## src/rtl/vga_sync_if.sv

```systemverilog
// Raster timing bundle from the sync generator to display and overlay logic.
// No valid/ready: p_tick, frame_start and line_end are one-clk strobes and every level is registered.
interface vga_sync_if;
   logic       hsync;
   logic       vsync;
   logic       video_on;
   logic       p_tick;
   logic       frame_start;
   logic       line_end;
   logic [9:0] pix_x;
   logic [9:0] pix_y;

   modport master (
      output hsync, vsync, video_on, p_tick, frame_start, line_end, pix_x, pix_y
   );

   modport slave (
      input hsync, vsync, video_on, p_tick, frame_start, line_end, pix_x, pix_y
   );
endinterface

```

## src/rtl/vga_sync_gen.sv

```systemverilog
// VGA raster timing: prescaled pixel strobe, h/v counters, and registered syncs/strobes
// aligned cycle-for-cycle with the pixel coordinates they describe.
module vga_sync_gen #(
   parameter int DIV = 4,
   parameter int HD  = 640,
   parameter int HF  = 16,
   parameter int HS  = 96,
   parameter int HB  = 48,
   parameter int VD  = 480,
   parameter int VF  = 10,
   parameter int VS  = 2,
   parameter int VB  = 33
) (
   input  logic       clk,
   input  logic       reset,
   vga_sync_if.master vga
);
   localparam int HT = HD + HF + HS + HB;
   localparam int VT = VD + VF + VS + VB;
   localparam int DW = (DIV > 1) ? $clog2(DIV) : 1;

   localparam logic [DW-1:0] DIV_LAST = DW'(DIV - 1);
   localparam logic [9:0]    H_LAST   = 10'(HT - 1);
   localparam logic [9:0]    V_LAST   = 10'(VT - 1);
   localparam logic [9:0]    H_DISP   = 10'(HD);
   localparam logic [9:0]    V_DISP   = 10'(VD);
   localparam logic [9:0]    HS_FIRST = 10'(HD + HF);
   localparam logic [9:0]    HS_LAST  = 10'(HD + HF + HS - 1);
   localparam logic [9:0]    VS_FIRST = 10'(VD + VF);
   localparam logic [9:0]    VS_LAST  = 10'(VD + VF + VS - 1);

   logic [DW-1:0] div_cnt, div_nxt;
   logic [9:0]    h_cnt, h_nxt;
   logic [9:0]    v_cnt, v_nxt;
   logic          tick_nxt, line_wrap;
   logic          p_tick_r, hsync_r, vsync_r, video_on_r, frame_start_r, line_end_r;

   // Range compares (>=) keep any out-of-range count from surviving past one step.
   always_comb begin
      div_nxt   = (div_cnt >= DIV_LAST) ? '0 : div_cnt + 1'b1;
      tick_nxt  = (div_nxt == DIV_LAST);
      line_wrap = p_tick_r && (h_cnt >= H_LAST);
      h_nxt     = h_cnt;
      v_nxt     = v_cnt;
      if (p_tick_r) h_nxt = line_wrap ? '0 : h_cnt + 10'd1;
      if (line_wrap) v_nxt = (v_cnt >= V_LAST) ? '0 : v_cnt + 10'd1;
   end

   // Outputs are decoded from next-state counts so they land with the matching pix_x/pix_y.
   always_ff @(posedge clk) begin
      if (!reset) begin
         div_cnt       <= '0;
         h_cnt         <= '0;
         v_cnt         <= '0;
         p_tick_r      <= 1'b0;
         hsync_r       <= 1'b1;
         vsync_r       <= 1'b1;
         video_on_r    <= 1'b0;
         frame_start_r <= 1'b0;
         line_end_r    <= 1'b0;
      end else begin
         div_cnt       <= div_nxt;
         h_cnt         <= h_nxt;
         v_cnt         <= v_nxt;
         p_tick_r      <= tick_nxt;
         hsync_r       <= !((h_nxt >= HS_FIRST) && (h_nxt <= HS_LAST));
         vsync_r       <= !((v_nxt >= VS_FIRST) && (v_nxt <= VS_LAST));
         video_on_r    <= (h_nxt < H_DISP) && (v_nxt < V_DISP);
         line_end_r    <= tick_nxt && (h_nxt == H_LAST);
         frame_start_r <= line_wrap && (v_cnt >= V_LAST);
      end
   end

   assign vga.pix_x       = h_cnt;
   assign vga.pix_y       = v_cnt;
   assign vga.p_tick      = p_tick_r;
   assign vga.hsync       = hsync_r;
   assign vga.vsync       = vsync_r;
   assign vga.video_on    = video_on_r;
   assign vga.frame_start = frame_start_r;
   assign vga.line_end    = line_end_r;
endmodule

```

## src/flat_wrapper.sv

```systemverilog
// flat-port wrapper written by rule: the top's interface ports become plain ports
module vga_sync_gen_flat 
#(
   parameter int DIV = 4,
   parameter int HD  = 640,
   parameter int HF  = 16,
   parameter int HS  = 96,
   parameter int HB  = 48,
   parameter int VD  = 480,
   parameter int VF  = 10,
   parameter int VS  = 2,
   parameter int VB  = 33
)
  (clk, reset, vga_hsync, vga_vsync, vga_video_on, vga_p_tick, vga_frame_start, vga_line_end, vga_pix_x, vga_pix_y);
  vga_sync_if vga_i ();
  input  logic clk;
  input  logic reset;
  output wire logic [$bits(vga_i.hsync)-1:0] vga_hsync;
  output wire logic [$bits(vga_i.vsync)-1:0] vga_vsync;
  output wire logic [$bits(vga_i.video_on)-1:0] vga_video_on;
  output wire logic [$bits(vga_i.p_tick)-1:0] vga_p_tick;
  output wire logic [$bits(vga_i.frame_start)-1:0] vga_frame_start;
  output wire logic [$bits(vga_i.line_end)-1:0] vga_line_end;
  output wire logic [$bits(vga_i.pix_x)-1:0] vga_pix_x;
  output wire logic [$bits(vga_i.pix_y)-1:0] vga_pix_y;
  assign vga_hsync = vga_i.hsync;
  assign vga_vsync = vga_i.vsync;
  assign vga_video_on = vga_i.video_on;
  assign vga_p_tick = vga_i.p_tick;
  assign vga_frame_start = vga_i.frame_start;
  assign vga_line_end = vga_i.line_end;
  assign vga_pix_x = vga_i.pix_x;
  assign vga_pix_y = vga_i.pix_y;
  vga_sync_gen #(.DIV(DIV), .HD(HD), .HF(HF), .HS(HS), .HB(HB), .VD(VD), .VF(VF), .VS(VS), .VB(VB)) u_core (.clk(clk), .reset(reset), .vga(vga_i));
endmodule
```

## config.mk

```make
export PLATFORM = sky130hd
export DESIGN_NAME = vga_sync_gen_flat
export DESIGN_NICKNAME = d
export VERILOG_FILES = /design/src/rtl/vga_sync_if.sv /design/src/rtl/vga_sync_gen.sv /design/src/flat_wrapper.sv
export SDC_FILE = /design/constraint.sdc
export NUM_CORES = 1
export LEC_CHECK = 0
export CAP_MARGIN = 20
export CORE_UTILIZATION = 57
export CTS_CLUSTER_DIAMETER = 150
export DETAILED_ROUTE_END_ITERATION = 10
export DONT_BUFFER_PORTS = 1
export GPL_ROUTABILITY_DRIVEN = 0
export GPL_TIMING_DRIVEN = 0
export PLACE_DENSITY = 0.68
export SKIP_LAST_GASP = 1
export SLEW_MARGIN = 10
export SYNTH_ARGS = -nofsm -noshare
export SYNTH_HDL_FRONTEND = slang
export SYNTH_SLANG_ARGS = --single-unit
```

## constraint.sdc

```tcl
create_clock -name clk -period 6 [get_ports clk]
set_input_delay 1.2 -clock clk [delete_from_list [all_inputs] [get_ports clk]]
set_output_delay 1.2 -clock clk [all_outputs]
set_load 0.01 [all_outputs]
```

==> metrics.md, run 1 <==
| Metric | Value |
|---|---|
| Status | `complete, no violations` |
| Number of I/O pins | `28` |
| Maximum VDD drop | `approximately 0.00012 V` |
| HPWL Detailed | `roughly 2300 microns` |
| H-tree lvl count | `1` |
| Dpl ws | `between 3000 and 4000 ps` |
| Die ar. | `0.00282 sq mm` |
| Post_cts resized | `0` |
| Clock Tree Buf Depth | `2` |
| GR Util All Layers | `between 20% and 30%` |
| Minimum clock period | `~2400 ps` |
| Hold buffer count at CTS | `0` |
| Synth area leader | `dfxtp_1` |
| Post-CTS Repair Setup Buffers | `0` |
| Area delta synth->final | `4.96%` |
| Synth warn | `0` |
| Iter 0 DRT Violations | `57` |
| Row count | `18` |
| Number of synthesized register bits | `28` |
| Fraction of registers with async set/reset | `0%` |
| Setup TNS | `0 ps` |
| Ant diodes | `0` |
| Critical Path RT | `between 6000 and 7000 ps` |
| Synth unique cells | `45` |
| Largest cells by area after synthesis | `dfxtp_1 (38%), ha_1 (4.2%), nand4_1 (3.8%)` |
| Power Density | `188 mW/mm^2` |
| Startpoint Class | `register` |
| Routed vias | `approximately 1.3k` |
| Critical Path Max Stage Delay | `520 ps` |
| Clk root buf | `clkbuf_4` |
| Total congestion overflow | `0` |
| Post-DRT Antenna Nets | `0` |
| RSZ-0062 raised after global routing | `no` |
| Vias in the first global route | `around 1.0k` |
| Slew HR | `between 50% and 60%` |
| Final worst slack | `3630 ps` |
| Inserted Clock Buffers | `3` |
| Slew @ Worst Pin | `619 ps` |
| Core footprint | `0.00248 sq mm` |
| Mapped Cells | `around 170` |
| Max Slew Vio Count | `0` |
| CP Capture Type | `register` |
| Syn_nets | `180` |
| Worst hold path type | `register to register` |
| Crit path DAT | `around 2600 ps` |
| Drt pass-1 iters | `4` |
| Dpl cells | `a little over 200` |
| Non-filler cells, final | `about 210` |
| Final number of setup-violating endpoints | `0` |
| Share of cells above drive strength 1 | `6.78%` |
| Clk sink count | `28` |
| IO Port Bufs | `0` |
| CTS tree | `yes` |
| Number of enable flip-flop cells after synthesis | `0` |
| Drt total wl | `3160 microns` |
| Clk slew on worst S/H paths | `~150 ps` |
| DR vias/cell | `roughly 6.3` |
| Die H | `roughly 53 microns` |
| Clk_skew | `between 7 and 8 ps` |
| Commonest cells post-synth | `dfxtp_1 (28), nand2_1 (14), nor2_1 (12)` |
| DRC viols | `0` |
| WL per Instance | `15.3 microns` |
| CP cell instances | `ha_1 > nand4_1 > a21oi_1 > clkbuf_1 > nand3_1 > a21boi_1 > o311ai_1` |
| Largest net degree at the start of global routing | `16` |
| Post-synthesis sequential area ratio | `37.7%` |
| Top-count cell post-synth | `dfxtp_1` |
| MaxCap Viol Count | `0` |
| Nets | `roughly 190` |
| Initial antenna violation count | `0` |
| Primary FF master, synth | `dfxtp_1` |
| Tcrit/Tclk final | `between 30% and 40%` |
| First-pass GRT wire length | `just over 5000 microns` |
| Critical path type | `register to register` |
| Avg Cell Area, Syn | `~8.6 sq um` |
| Fmax | `0.422 GHz` |
| Yosys top cell area share | `about 38%` |
| Worst hold slack | `a little under 500 ps` |
| Die X | `53.1 microns` |
| Effective utilization at floorplan | `60.1%` |
| Cell with the largest stage delay on the worst path | `dfxtp_1` |
| Synth Cell Area | `roughly 0.0015 sq mm` |
| Fin. Hold Viols | `0` |
| Critical path peak fanout | `10` |
| Clock latency on the worst-skew pair | `320 ps` |
| Layout filler cell count | `roughly 220` |
| Pleak | `roughly 0.54 nW` |
cell usage in the layout (no fill, tap or decap), drive strengths merged, types with 2 or more instances in the layout:
cell / instances
dfxtp: 28
nand2: 15
nor2: 12
nand3: 11
nand4: 9
a21oi: 9
clkbuf: 9
o21ai: 7
and2: 6
nor2b: 5
xnor2: 5
ha: 5
inv: 4
nor3: 4
xor2: 4
buf: 4
a21boi: 4
a211o: 3
and4: 3
and3: 3
a211oi: 3
nand2b: 2
nor4: 2
a31oi: 2
nand4b: 2
o311ai: 2
where the power goes:
part           total (mW)  switching [mW]  internal, mW  leakage [nW]
clock              0.0916          0.0546        0.0371        0.0210
combinational     0.00917         0.00513       0.00404         0.288
sequential          0.193         0.00363         0.189         0.227
total               0.294          0.0633         0.230         0.536
stage by stage:
step,power [mW],util [%],cell area [sq um]
after floorplan,0.203,-,1490
after global placement,0.205,61.6,1530
after detailed placement,0.206,61.6,1530
after CTS,0.295,63.0,1560
after global routing,0.303,63.0,1560
final,0.294,63.0,1560
cell type report:
class	instances	area, sq um	area share, %
Buffer	9	45.0	2.88
Tap cell	30	37.5	2.40
Multi-Input combinational cell	132	867	55.5
Inverter	4	15.0	0.962
Clock buffer	4	36.3	2.32
Sequential cell	28	561	35.9
worst max-delay path: cells and delay by family (launching register included):
kind,cells,cell delay (ps)
AO/OA/AOI/OAI,3,780
flip-flops,1,520
buffers and inverters,1,420
AND/OR/NAND/NOR,2,280
adder cells (fa/ha/maj),1,270
per-layer routing:
| metal | up-vias | track usage, % | share of wire [%] |
|---|---|---|---|
| li1 | 649 | - | - |
| met3 | 2 | 4.31 | 6.8 |
| met5 | - | 0 | 0 |
| met2 | 49 | 31.9 | 43 |
| met1 | 609 | 38.7 | 49 |
| met4 | 0 | 5.70 | 0.47 |
sequential cells by signal, summed over array words and instances (netlist names):
name                    cells
u_core.vga.pix_x           10
u_core.vga.pix_y           10
u_core.div_cnt              2
u_core.vga.frame_start      1
u_core.vga.hsync            1
u_core.vga.line_end         1
u_core.vga.p_tick           1
u_core.vga.video_on         1
u_core.vga.vsync            1
path summary, 6_finish.rpt:
check                                  from                      endpoint  slack [ps]  depth (start not counted)
max reg2reg  u_core.vga.pix_x[0]$_SDFF_PN0_   u_core.vga.vsync$_SDFF_PN1_        3630                          7
min            u_core.div_cnt[0]$_SDFF_PN0_  u_core.div_cnt[0]$_SDFF_PN0_         480                          1
min reg2reg    u_core.div_cnt[0]$_SDFF_PN0_  u_core.div_cnt[0]$_SDFF_PN0_         480                          1
max          u_core.vga.pix_x[0]$_SDFF_PN0_   u_core.vga.vsync$_SDFF_PN1_        3630                          7
cell families after synthesis:
logic type                 after synthesis  share of synthesized area, %
adders and majority gates                5                          4.21
muxes                                    1                         0.673
DFF                                     28                          37.7
buffers and inverters                   13                          4.04
AOI/OAI and AO/OA                       38                          18.8
and+or+nand+nor                         79                          29.3
xor gates and xnor gates                 9                          5.30
Note: power is estimated with default switching activity, not from simulation.
==> inputs of run 2 (changes only) <==
==> constraint.sdc (replaced) <==
create_clock -name clk -period 2.3 [get_ports clk]
set_input_delay 0.46 -clock clk [delete_from_list [all_inputs] [get_ports clk]]
set_output_delay 0.46 -clock clk [all_outputs]
set_load 0.01 [all_outputs]
==> metrics.md, run 2 (same netlist as run 1, synthesis figures left out) <==
| Metric | Value |
|---|---|
| Status | `complete, no violations (unchanged)` |
| Dpl cells | `203 (unchanged)` |
| Tcrit/Tclk final | `94.0% (was 39.5%)` |
| Post-CTS Repair Setup Buffers | `0 (unchanged)` |
| DR vias/cell | `6.32 (unchanged)` |
| GR Util All Layers | `24.2% (was 24.1%)` |
| Critical path type | `register to register (unchanged)` |
| Post-DRT Antenna Nets | `0 (unchanged)` |
| Inserted Clock Buffers | `3 (unchanged)` |
| Worst hold slack | `279 ps (was 480 ps)` |
| Dpl ws | `-43.7 ps (was 3660 ps)` |
| Maximum VDD drop | `0.000301 V (was 0.000122 V)` |
| HPWL Detailed | `2350 microns (unchanged)` |
| Critical Path Max Stage Delay | `550 ps (was 520 ps)` |
| Reg power frac | `65.7% (about the same)` |
| Die ar. | `0.00282 sq mm (unchanged)` |
| Fin. Hold Viols | `0 (unchanged)` |
| RR Endpoint | `u_core.vga.vsync$_SDFF_PN1_ (unchanged)` |
| Commonest non-fill, non-tap cell in the layout | `dfxtp_1 (unchanged)` |
| R2r setup slk | `140 ps (was 3630 ps)` |
| Drt total wl | `3190 microns (was 3160 microns)` |
| Final Cell Area | `0.00158 sq mm (was 0.00156 sq mm)` |
| Clk root buf | `clkbuf_4 (unchanged)` |
| Fmax | `0.463 GHz (was 0.422 GHz)` |
| Max Slew Vio Count | `0 (unchanged)` |
| Cell with the largest stage delay on the worst path | `or4_4 (was dfxtp_1)` |
| Area delta synth->final | `6.31% (was 4.96%)` |
| Core footprint | `0.00248 sq mm (unchanged)` |
| Crit path DAT | `2370 ps (was 2580 ps)` |
| Commonest non-fill, non-tap cells in the layout | `dfxtp_1 (26), nand2_1 (14), nor2_1 (12) (was dfxtp_1 (28), nand2_1 (14), nor2_1 (12))` |
| Clock latency on the worst-skew pair | `320 ps (about the same)` |
| Worst r2r path cells | `6 (was 7)` |
| H-tree lvl count | `1 (unchanged)` |
| Final worst slack | `138 ps (was 3630 ps)` |
| IO Port Bufs | `0 (unchanged)` |
| P_sw | `0.163 mW (was 0.0633 mW)` |
| Power Density | `482 mW/mm^2 (was 188 mW/mm^2)` |
| RR Startpoint | `u_core.vga.pix_x[0]$_SDFF_PN0_ (unchanged)` |
| Clk sink count | `28 (unchanged)` |
| MaxCap Viol Count | `0 (unchanged)` |
| Placed Instance Area | `0.00153 sq mm (unchanged)` |
| Initial antenna violation count | `0 (unchanged)` |
| Row count | `18 (unchanged)` |
| Slew HR | `59.4% (was 58.6%)` |
| WL per Instance | `15.4 microns (was 15.3 microns)` |
| Total congestion overflow | `0 (unchanged)` |
| Critical Path RT | `2510 ps (was 6210 ps)` |
| Non-filler cells, final | `207 (unchanged)` |
| Minimum clock period | `2160 ps (was 2370 ps)` |
| Hold Startpoint | `reset (was u_core.div_cnt[0]$_SDFF_PN0_)` |
| Routed vias | `1309 (unchanged)` |
| Number of I/O pins | `28 (unchanged)` |
| Clk_skew | `2.58 ps (was 7.42 ps)` |
| Effective utilization at floorplan | `60.1% (unchanged)` |
| Clock Tree Buf Depth | `2 (unchanged)` |
| Final number of setup-violating endpoints | `0 (unchanged)` |
| Startpoint Class | `register (unchanged)` |
| Die H | `53.1 microns (unchanged)` |
| Nets | `185 (unchanged)` |
| Critical path peak fanout | `8 (was 10)` |
| Pint | `0.599 mW (was 0.230 mW)` |
| CP cell instances | `ha_1 > nand4_1 > a21o_1 > or4_4 > a211oi_4 > o311ai_1 (was ha_1 > nand4_1 > a21oi_1 > clkbuf_1 > nand3_1 > a21boi_1 > o311ai_1)` |
| Pleak | `0.541 nW (was 0.536 nW)` |
| Share of cells above drive strength 1 | `9.04% (was 6.78%)` |
| CTS tree | `yes (unchanged)` |
| CP Capture Type | `register (unchanged)` |
| Crit. Startpoint | `u_core.vga.pix_x[0]$_SDFF_PN0_ (unchanged)` |
| Hold buffer count at CTS | `0 (unchanged)` |
| Sw Share | `21.4% (was 21.6%)` |
| Vias in the first global route | `1045 (was 1034)` |
| First-pass GRT wire length | `5100 microns (was 5080 microns)` |
| Combinational fraction of design power | `3.1% (about the same)` |
| Clk slew on worst S/H paths | `150 ps (about the same)` |
| RSZ-0062 raised after global routing | `no (unchanged)` |
| Ant diodes | `0 (unchanged)` |
| Hold Path Stages | `1 (unchanged)` |
| Iter 0 DRT Violations | `43 (was 57)` |
| Largest net degree at the start of global routing | `16 (unchanged)` |
| Worst hold path type | `primary input to register (was register to register)` |
| Die X | `53.1 microns (unchanged)` |
| DRC viols | `0 (unchanged)` |
| Clock power share | `31.1% (was 31.2%)` |
| Drt pass-1 iters | `4 (unchanged)` |
| Hold EP | `u_core.div_cnt[0]$_SDFF_PN0_ (unchanged)` |
| Slew @ Worst Pin | `606 ps (was 619 ps)` |
run 2: area by class of cell:
class	count	area (sq um)
buffer	9	46.3
inverter	4	15.0
tap	30	37.5
fill	220	896
clock buffer	4	36.3
multi-input combinational	132	878
sequential	28	568
run 2: metrics by stage:
step	util, %	setup TNS [ps]	total power, mW
2_1_floorplan	-	0	0.531
3_3_place_gp	61.6	-39.9	0.536
3_5_place_dp	61.6	-77.0	0.537
4_1_cts	63.2	0	0.770
5_1_grt	63.8	0	0.789
6_report	63.8	0	0.763
run 2: power groups by stage:
stage | clock network [mW] | registers [mW] | logic [mW]
after floorplan | 0 | 0.511 | 0.0194
after global placement | 0 | 0.513 | 0.0234
after detailed placement | 0 | 0.513 | 0.0241
after CTS | 0.243 | 0.503 | 0.0241
after global routing | 0.257 | 0.503 | 0.0289
final | 0.237 | 0.501 | 0.0239
run 2: metal layers:
layer / up-vias / wire [microns] / share of wire [%] / GRT usage [%]
met2: 50 / 1400 / 44 / 32.3
met3: 2 / 204 / 6.4 / 4.31
met5: - / 0 / 0 / 0
li1: 644 / - / - / -
met4: 0 / 15 / 0.47 / 5.70
met1: 613 / 1570 / 49 / 38.7
run 2: worst max-delay path by stage:
stage	cells past startpoint	to
after CTS	6	u_core.vga.vsync$_SDFF_PN1_
after detailed placement	7	u_core.vga.vsync$_SDFF_PN1_
after global placement	7	u_core.vga.vsync$_SDFF_PN1_
final	6	u_core.vga.vsync$_SDFF_PN1_
after floorplan	6	u_core.vga.vsync$_SDFF_PN1_
after global routing	6	u_core.vga.vsync$_SDFF_PN1_
run 2: critical path, delay by kind of cell, from the launching register on:
| family | cells | cell delay, ps |
|---|---|---|
| and+or+nand+nor | 2 | 720 |
| DFF | 1 | 420 |
| adders and majority gates | 1 | 220 |
| AOI/OAI and AO/OA | 3 | 680 |
run 2: repair_timing:
item | 4_1_cts | 5_1_grt
endpoints found under the setup margin | 2 | 6
gates resized for setup | 2 | 6
endpoints found under the hold margin | 0 | 0
